==> src/rtl/cmos_cap_pkg.sv <==
`default_nettype none
// ============================================================================
// Module : cmos_cap_pkg
// Brief  : Shared mode encodings and default sizing for the CMOS capture path.
// Rev    : 1.0
// ============================================================================
package cmos_cap_pkg;

  localparam logic MODE_RGB565     = 1'b0;
  localparam logic MODE_RAW8       = 1'b1;

  localparam int   DEF_CNT_W       = 13;
  localparam int   DEF_FRAME_WAIT  = 10;

endpackage : cmos_cap_pkg
`default_nettype wire

==> src/rtl/cmos_byte_pack.sv <==
`default_nettype none
// ============================================================================
// Module : cmos_byte_pack
// Brief  : Pairs RGB565 bytes into 16-bit pixels or passes RAW8 bytes through.
// Rev    : 1.0
// ============================================================================
module cmos_byte_pack
  import cmos_cap_pkg::*;
(
  input  logic        clk,
  input  logic        rst_n,
  input  logic        href,
  input  logic [7:0]  data,
  input  logic        mode,
  output logic        pix_stb,
  output logic [15:0] pix_word
);

  logic       r_toggle;
  logic [7:0] r_first;

  // Strobe is combinational so the pixel leaves in the same cycle its last byte sits in S1.
  always_comb begin
    pix_stb  = 1'b0;
    pix_word = 16'h0000;
    if (href) begin
      if (mode == MODE_RAW8) begin
        pix_stb  = 1'b1;
        pix_word = {8'h00, data};
      end else if (r_toggle) begin
        pix_stb  = 1'b1;
        pix_word = {r_first, data};
      end
    end
  end

  // Dropping href clears the toggle, so an unpaired trailing byte is simply forgotten.
  always_ff @(posedge clk or negedge rst_n) begin
    if (!rst_n) begin
      r_toggle <= 1'b0;
      r_first  <= 8'h00;
    end else if (!href || (mode == MODE_RAW8)) begin
      r_toggle <= 1'b0;
    end else begin
      r_toggle <= ~r_toggle;
      if (!r_toggle) begin
        r_first <= data;
      end
    end
  end

endmodule : cmos_byte_pack
`default_nettype wire

==> src/rtl/cmos_capture_win.sv <==
`default_nettype none
// ============================================================================
// Module : cmos_capture_win
// Brief  : CMOS sensor capture with start-up frame skip, decimation and crop.
// Rev    : 1.0
// ============================================================================
module cmos_capture_win
  import cmos_cap_pkg::*;
#(
  parameter int FRAME_WAIT = DEF_FRAME_WAIT,
  parameter int CNT_W      = DEF_CNT_W
) (
  input  logic             cam_pclk,
  input  logic             rst_n,
  input  logic             cam_vsync,
  input  logic             cam_href,
  input  logic [7:0]       cam_data,
  input  logic             capture_en,
  input  logic             mode,
  input  logic [CNT_W-1:0] win_x,
  input  logic [CNT_W-1:0] win_y,
  input  logic [CNT_W-1:0] win_w,
  input  logic [CNT_W-1:0] win_h,
  input  logic [3:0]       skip,
  output logic             frame_vsync,
  output logic             frame_href,
  output logic             pix_valid,
  output logic [15:0]      pix_data,
  output logic [CNT_W-1:0] pix_x,
  output logic [CNT_W-1:0] pix_y,
  output logic             frame_done
);

  localparam int                WAIT_W   = (FRAME_WAIT < 1) ? 1 : $clog2(FRAME_WAIT + 1);
  localparam logic [WAIT_W-1:0] WAIT_MAX = WAIT_W'(FRAME_WAIT);
  localparam logic [CNT_W-1:0]  CNT_MAX  = '1;

  logic             r_s1_vsync;
  logic             r_s1_href;
  logic [7:0]       r_s1_data;
  logic             r_s1_vsync_d;
  logic             r_s1_href_d;

  logic [WAIT_W-1:0] r_wait_cnt;
  logic [3:0]        r_phase;
  logic              r_sel;
  logic              w_sel_next;

  logic             r_mode;
  logic [CNT_W-1:0] r_win_x;
  logic [CNT_W-1:0] r_win_y;
  logic [CNT_W-1:0] r_win_w;
  logic [CNT_W-1:0] r_win_h;

  logic [CNT_W-1:0] r_col;
  logic [CNT_W-1:0] r_row;

  logic             w_fs;
  logic             w_line_end;
  logic             w_pack_stb;
  logic [15:0]      w_pack_word;
  logic             w_in_x;
  logic             w_in_y;
  logic             w_pix_fire;
  logic [CNT_W:0]   w_x_hi;
  logic [CNT_W:0]   w_y_hi;

  // Input stage: nothing below looks at the raw sensor pins.
  always_ff @(posedge cam_pclk or negedge rst_n) begin
    if (!rst_n) begin
      r_s1_vsync   <= 1'b0;
      r_s1_href    <= 1'b0;
      r_s1_data    <= 8'h00;
      r_s1_vsync_d <= 1'b0;
      r_s1_href_d  <= 1'b0;
    end else begin
      r_s1_vsync   <= cam_vsync;
      r_s1_href    <= cam_href;
      r_s1_data    <= cam_data;
      r_s1_vsync_d <= r_s1_vsync;
      r_s1_href_d  <= r_s1_href;
    end
  end

  assign w_fs       = r_s1_vsync & ~r_s1_vsync_d;
  assign w_line_end = ~r_s1_href & r_s1_href_d;

  cmos_byte_pack u_byte_pack (
    .clk      (cam_pclk),
    .rst_n    (rst_n),
    .href     (r_s1_href),
    .data     (r_s1_data),
    .mode     (r_mode),
    .pix_stb  (w_pack_stb),
    .pix_word (w_pack_word)
  );

  // Selection takes effect in the FS cycle itself so frame_vsync lines up with S1 vsync.
  always_comb begin
    w_sel_next = r_sel;
    if (!capture_en) begin
      w_sel_next = 1'b0;
    end else if (w_fs) begin
      w_sel_next = (r_wait_cnt == WAIT_MAX) && (r_phase == 4'd0);
    end
  end

  always_ff @(posedge cam_pclk or negedge rst_n) begin
    if (!rst_n) begin
      r_wait_cnt <= '0;
      r_phase    <= 4'd0;
      r_sel      <= 1'b0;
    end else begin
      r_sel <= w_sel_next;
      if (!capture_en) begin
        r_wait_cnt <= '0;
        r_phase    <= 4'd0;
      end else if (w_fs) begin
        if (r_wait_cnt != WAIT_MAX) begin
          r_wait_cnt <= r_wait_cnt + WAIT_W'(1);
        end else begin
          r_phase <= (r_phase >= skip) ? 4'd0 : r_phase + 4'd1;
        end
      end
    end
  end

  // Frame configuration is sampled only at frame start.
  always_ff @(posedge cam_pclk or negedge rst_n) begin
    if (!rst_n) begin
      r_mode  <= MODE_RGB565;
      r_win_x <= '0;
      r_win_y <= '0;
      r_win_w <= '0;
      r_win_h <= '0;
    end else if (w_fs) begin
      r_mode  <= mode;
      r_win_x <= win_x;
      r_win_y <= win_y;
      r_win_w <= win_w;
      r_win_h <= win_h;
    end
  end

  always_ff @(posedge cam_pclk or negedge rst_n) begin
    if (!rst_n) begin
      r_col <= '0;
      r_row <= '0;
    end else if (w_fs) begin
      r_col <= '0;
      r_row <= '0;
    end else if (w_line_end) begin
      r_col <= '0;
      if (r_row != CNT_MAX) begin
        r_row <= r_row + CNT_W'(1);
      end
    end else if (w_pack_stb && (r_col != CNT_MAX)) begin
      r_col <= r_col + CNT_W'(1);
    end
  end

  // One extra bit keeps origin+size from wrapping near the top of the range.
  assign w_x_hi = {1'b0, r_win_x} + {1'b0, r_win_w};
  assign w_y_hi = {1'b0, r_win_y} + {1'b0, r_win_h};
  assign w_in_x = ({1'b0, r_col} >= {1'b0, r_win_x}) && ({1'b0, r_col} < w_x_hi);
  assign w_in_y = ({1'b0, r_row} >= {1'b0, r_win_y}) && ({1'b0, r_row} < w_y_hi);

  assign w_pix_fire = w_pack_stb & ~w_fs & r_sel & w_in_x & w_in_y;

  always_ff @(posedge cam_pclk or negedge rst_n) begin
    if (!rst_n) begin
      frame_vsync <= 1'b0;
      frame_href  <= 1'b0;
      pix_valid   <= 1'b0;
      pix_data    <= 16'h0000;
      pix_x       <= '0;
      pix_y       <= '0;
      frame_done  <= 1'b0;
    end else if (!capture_en) begin
      frame_vsync <= 1'b0;
      frame_href  <= 1'b0;
      pix_valid   <= 1'b0;
      pix_data    <= 16'h0000;
      pix_x       <= '0;
      pix_y       <= '0;
      frame_done  <= 1'b0;
    end else begin
      frame_vsync <= r_s1_vsync & w_sel_next;
      frame_href  <= r_s1_href & w_sel_next & w_in_y;
      pix_valid   <= w_pix_fire;
      pix_data    <= w_pix_fire ? w_pack_word : 16'h0000;
      pix_x       <= w_pix_fire ? (r_col - r_win_x) : '0;
      pix_y       <= w_pix_fire ? (r_row - r_win_y) : '0;
      frame_done  <= w_fs & r_sel;
    end
  end

endmodule : cmos_capture_win
`default_nettype wire
==> config.mk <==
export PLATFORM = sky130hd
export DESIGN_NAME = cmos_capture_win
export DESIGN_NICKNAME = d
export VERILOG_FILES = /design/src/rtl/cmos_cap_pkg.sv /design/src/rtl/cmos_byte_pack.sv /design/src/rtl/cmos_capture_win.sv
export SDC_FILE = /design/constraint.sdc
export NUM_CORES = 1
export LEC_CHECK = 0
export ABC_CLOCK_PERIOD_IN_PS = 7800
export BUFFER_PORTS_ARGS = -buffer_cell sky130_fd_sc_hd__clkbuf_2
export CORE_UTILIZATION = 60
export DETAILED_ROUTE_END_ITERATION = 12
export GPL_TIMING_DRIVEN = 0
export PLACE_DENSITY_LB_ADDON = 0.1
export SETUP_SLACK_MARGIN = 0.4
export SYNTH_ARGS = -nofsm -noshare
export SYNTH_HDL_FRONTEND = slang
export SYNTH_SLANG_ARGS = --single-unit
==> constraint.sdc <==
create_clock -name cam_pclk -period 7.8 [get_ports cam_pclk]
set_input_delay 1.95 -clock cam_pclk [delete_from_list [all_inputs] [get_ports cam_pclk]]
set_output_delay 1.95 -clock cam_pclk [all_outputs]
set_load 0.05 [all_outputs]
==> flow_metrics.env <==
export IMPL_p_leak_nw=5.22
export IMPL_start_util_pct=62.1
export IMPL_die_area_um2=15000
export IMPL_grt_pass1_vias=6849
export IMPL_diodes=0
export IMPL_highest_layer="met4"
export IMPL_rsz0062_at_grt="false"
export IMPL_core_area_um2=14000
export IMPL_cts_resized_gates=0
export IMPL_insertion_delay_ps=430
export IMPL_port_buffers=115
export IMPL_dr_first_iter_drc_count=444
export IMPL_report_final_slew_viol_count=0
export IMPL_htreeDepth=4
export IMPL_wl_per_cell_um=16.7
export IMPL_clock_sinks=155
export IMPL_maxSlewHeadroom_pct=34.1
export IMPL_num_fill_cells=1036
export IMPL_power_mw=2.26
export IMPL_final_setup_skew_ps=10.0
export IMPL_drc=0
export IMPL_cts_tree="yes"
export IMPL_post_synth_top_area_fraction_pct=44.7
export IMPL_async_flop_share_pct=100
export IMPL_finalCriticalPeriod_ps=4910
export IMPL_dieWidth_um=122
export IMPL_hold_violations=0
export IMPL_syn_avg_cell_area_um2=9.45
export IMPL_drt_wl_total_um=20900
export IMPL_start_kind="flip-flop"
export IMPL_yosysSeqAreaShare_pct=44.7
export IMPL_min_path_type="reg2reg"
export IMPL_nets=1214
export IMPL_synth_area_um2=8680
export IMPL_end_kind="flip-flop"
export IMPL_ioPinCount=116
export IMPL_rows=43
export IMPL_yosysWarnings=0
export IMPL_met1_length_um=9670
export IMPL_drive_above_1_share_pct=16.3
export IMPL_fmax_mhz=204
export IMPL_outcome="finished, final reports clean"
export IMPL_crit_required_ps=8160
export IMPL_overflow=0
export IMPL_ys_ff_latch=155
export IMPL_critPathArrivalTime_ps=5280
export IMPL_yosysTopAreaCell="dfrtp_1"
export IMPL_critical_path_class="reg2reg"
export IMPL_setup_tns_ps=0
export IMPL_die_h_um=122
export IMPL_drt_pass1_iterations=5
export IMPL_grt_max_degree=91
export IMPL_wl_met3_um=1180
export IMPL_cts_root_buf="clkbuf_16"
export IMPL_setup_viol=0
export IMPL_drv_cap=0
export IMPL_cp_max_fo=10
export IMPL_cts_clk_slew_worst_paths_ps=70
export IMPL_worst_slew_pin_slew_ps=963
export IMPL_synthesis_nets=1079
export IMPL_p_per_area_nw_per_um2=223
export IMPL_synthCells=919
export IMPL_num_vias=7104
export IMPL_ys_types=60
export IMPL_grt_usage_pct=30.1
export IMPL_via_per_inst=5.70
export IMPL_dp_hpwl_um=15100
export IMPL_synth_ff_type="dfrtp_1"
export IMPL_drtAntennaViolNets=0
export IMPL_max_vdd_ir_drop_v=0.000198
export IMPL_synth_edf_count=0
export IMPL_place_congestion=0.857
export IMPL_wl_met2_um=9550
export IMPL_antenna_found_initial=0
export IMPL_synthTopCellsByArea="dfrtp_1, ha_1, nand2_1"
export IMPL_area_growth_pct=16.8
export IMPL_grt_pass1_wl_um=34100
export IMPL_cts_hold_fix_buffers=0
export IMPL_post_route_period_util_pct=63.0
export IMPL_cts_setup_buffers=0
export IMPL_numCtsBuffers=17
export IMPL_clock_path_buffers=2
==> cells in the mapped netlist, types with 3 or more instances <==
master and instances:
dfrtp_1 155, or3_1 9, nor3b_1 3, a31oi_1 5, nand4_1 8, nor2_1 85
nor3_1 11, o21ai_0 56, nand3_1 22, a21oi_1 49, ha_1 86, nand2_1 148
o21a_1 6, inv_1 67, a21o_1 23, clkbuf_1 19, a211oi_1 4, mux2_2 8
xor2_1 20, fa_1 4, and3_1 8, a2111oi_0 4, o21bai_1 5, o31a_1 3
o31ai_1 4, nor4_1 3, nand2b_1 11, nor2b_1 5, mux2i_1 4, nor3b_2 3
and2_1 3, xnor2_1 35, nor3_2 6
==> state kept, by name, indices dropped and copies added (netlist names), 4 cells and up <==
signal               cells
pix_data                16
pix_x                   13
pix_y                   13
r_col                   13
r_row                   13
r_win_h                 13
r_win_w                 13
r_win_x                 13
r_win_y                 13
r_s1_data                8
u_byte_pack.r_first      8
r_phase                  4
r_wait_cnt               4
==> routing by layer <==
metal	up-vias	global-route usage [%]
li1	3413	-
met1	3446	42.2
met2	211	46.8
met3	34	5.67
met4	0	10.3
met5	-	0
==> where the power goes <==
| part | internal, mW | switching [mW] | leakage [nW] |
|---|---|---|---|
| clock | 0.439 | 0.405 | 0.302 |
| combinational | 0.219 | 0.298 | 2.89 |
| sequential | 0.858 | 0.0430 | 2.03 |
| total | 1.52 | 0.746 | 5.22 |
==> final timing paths <==
check	from	to	slack, ps	cells after the start
min reg2reg	r_s1_vsync$_DFF_PN0_	r_s1_vsync_d$_DFF_PN0_	460	0
max	r_win_x[0]$_DFFE_PN0P_	pix_y[10]$_DFF_PN0_	2890	18
max in group asynchronous	rst_n	r_win_y[8]$_DFFE_PN0P_	5440	2
min in group asynchronous	rst_n	r_phase[3]$_DFFE_PN0P_	1520	1
max reg2reg	r_win_x[0]$_DFFE_PN0P_	pix_y[10]$_DFF_PN0_	2890	18
min	r_s1_vsync$_DFF_PN0_	r_s1_vsync_d$_DFF_PN0_	460	0
==> cell type report <==
type | count | area, µm² | area share (%)
plain buffers | 24 | 124 | 1.22
inverters | 67 | 251 | 2.48
flip-flops and latches | 155 | 3880 | 38.2
clock inverters | 15 | 199 | 1.96
repair buffers | 116 | 612 | 6.03
clock buffers | 17 | 425 | 4.19
well taps | 180 | 225 | 2.22
multi-input cells | 673 | 4430 | 43.7
==> cells by family after synthesis <==
group                    count (synthesis)  synth area share (%)
flip-flops                             155                  44.7
XOR/XNOR                                55                  5.55
AND/OR/NAND/NOR                        338                  18.0
multiplexers                            12                  1.50
adder cells (fa/ha/maj)                 90                  13.3
AO/OA/AOI/OAI                          178                  12.6
buffers and inverters                   91                  4.32
==> stage by stage <==
stage	std cells	hold slack [ps]	cell area [µm²]	setup WS (ps)	utilization (%)
2_1_floorplan	919	380	8680	3620	-
3_3_place_gp	1214	421	9490	2120	67.8
3_5_place_dp	1215	420	9520	3000	68.1
4_1_cts	1247	453	10100	2960	72.5
5_1_grt	1247	471	10100	2460	72.5
6_report	1247	456	10100	2890	72.5
==> cell usage in the layout (no fill, tap or decap), types with 8 or more instances in the layout <==
master / instances
dfrtp_1: 155
nand2_1: 148
clkbuf_2: 114
ha_1: 86
nor2_1: 85
inv_1: 67
o21ai_0: 56
a21oi_1: 49
xnor2_1: 35
a21o_1: 23
nand3_1: 22
xor2_1: 20
clkbuf_1: 19
clkbuf_16: 17
nor3_1: 11
nand2b_1: 11
or3_1: 9
nand4_1: 8
and3_1: 8
mux2_2: 8
==> worst max-delay path, stage by stage, from the launching register on <==
cell       delay [ps]
dfrtp_1           410
ha_1              260
fa_1              430
a21o_1            200
a21o_1            220
a2111oi_0         880
o31ai_1           180
a21oi_1           210
xor2_1            190
ha_1              260
a21oi_1           120
o21ai_0            90
a211oi_1          250
o31ai_1           110
a31o_2            220
a211o_1           280
buf_6             150
buf_2             230
nor2_1            150
Power figures use the tool's default switching activity.
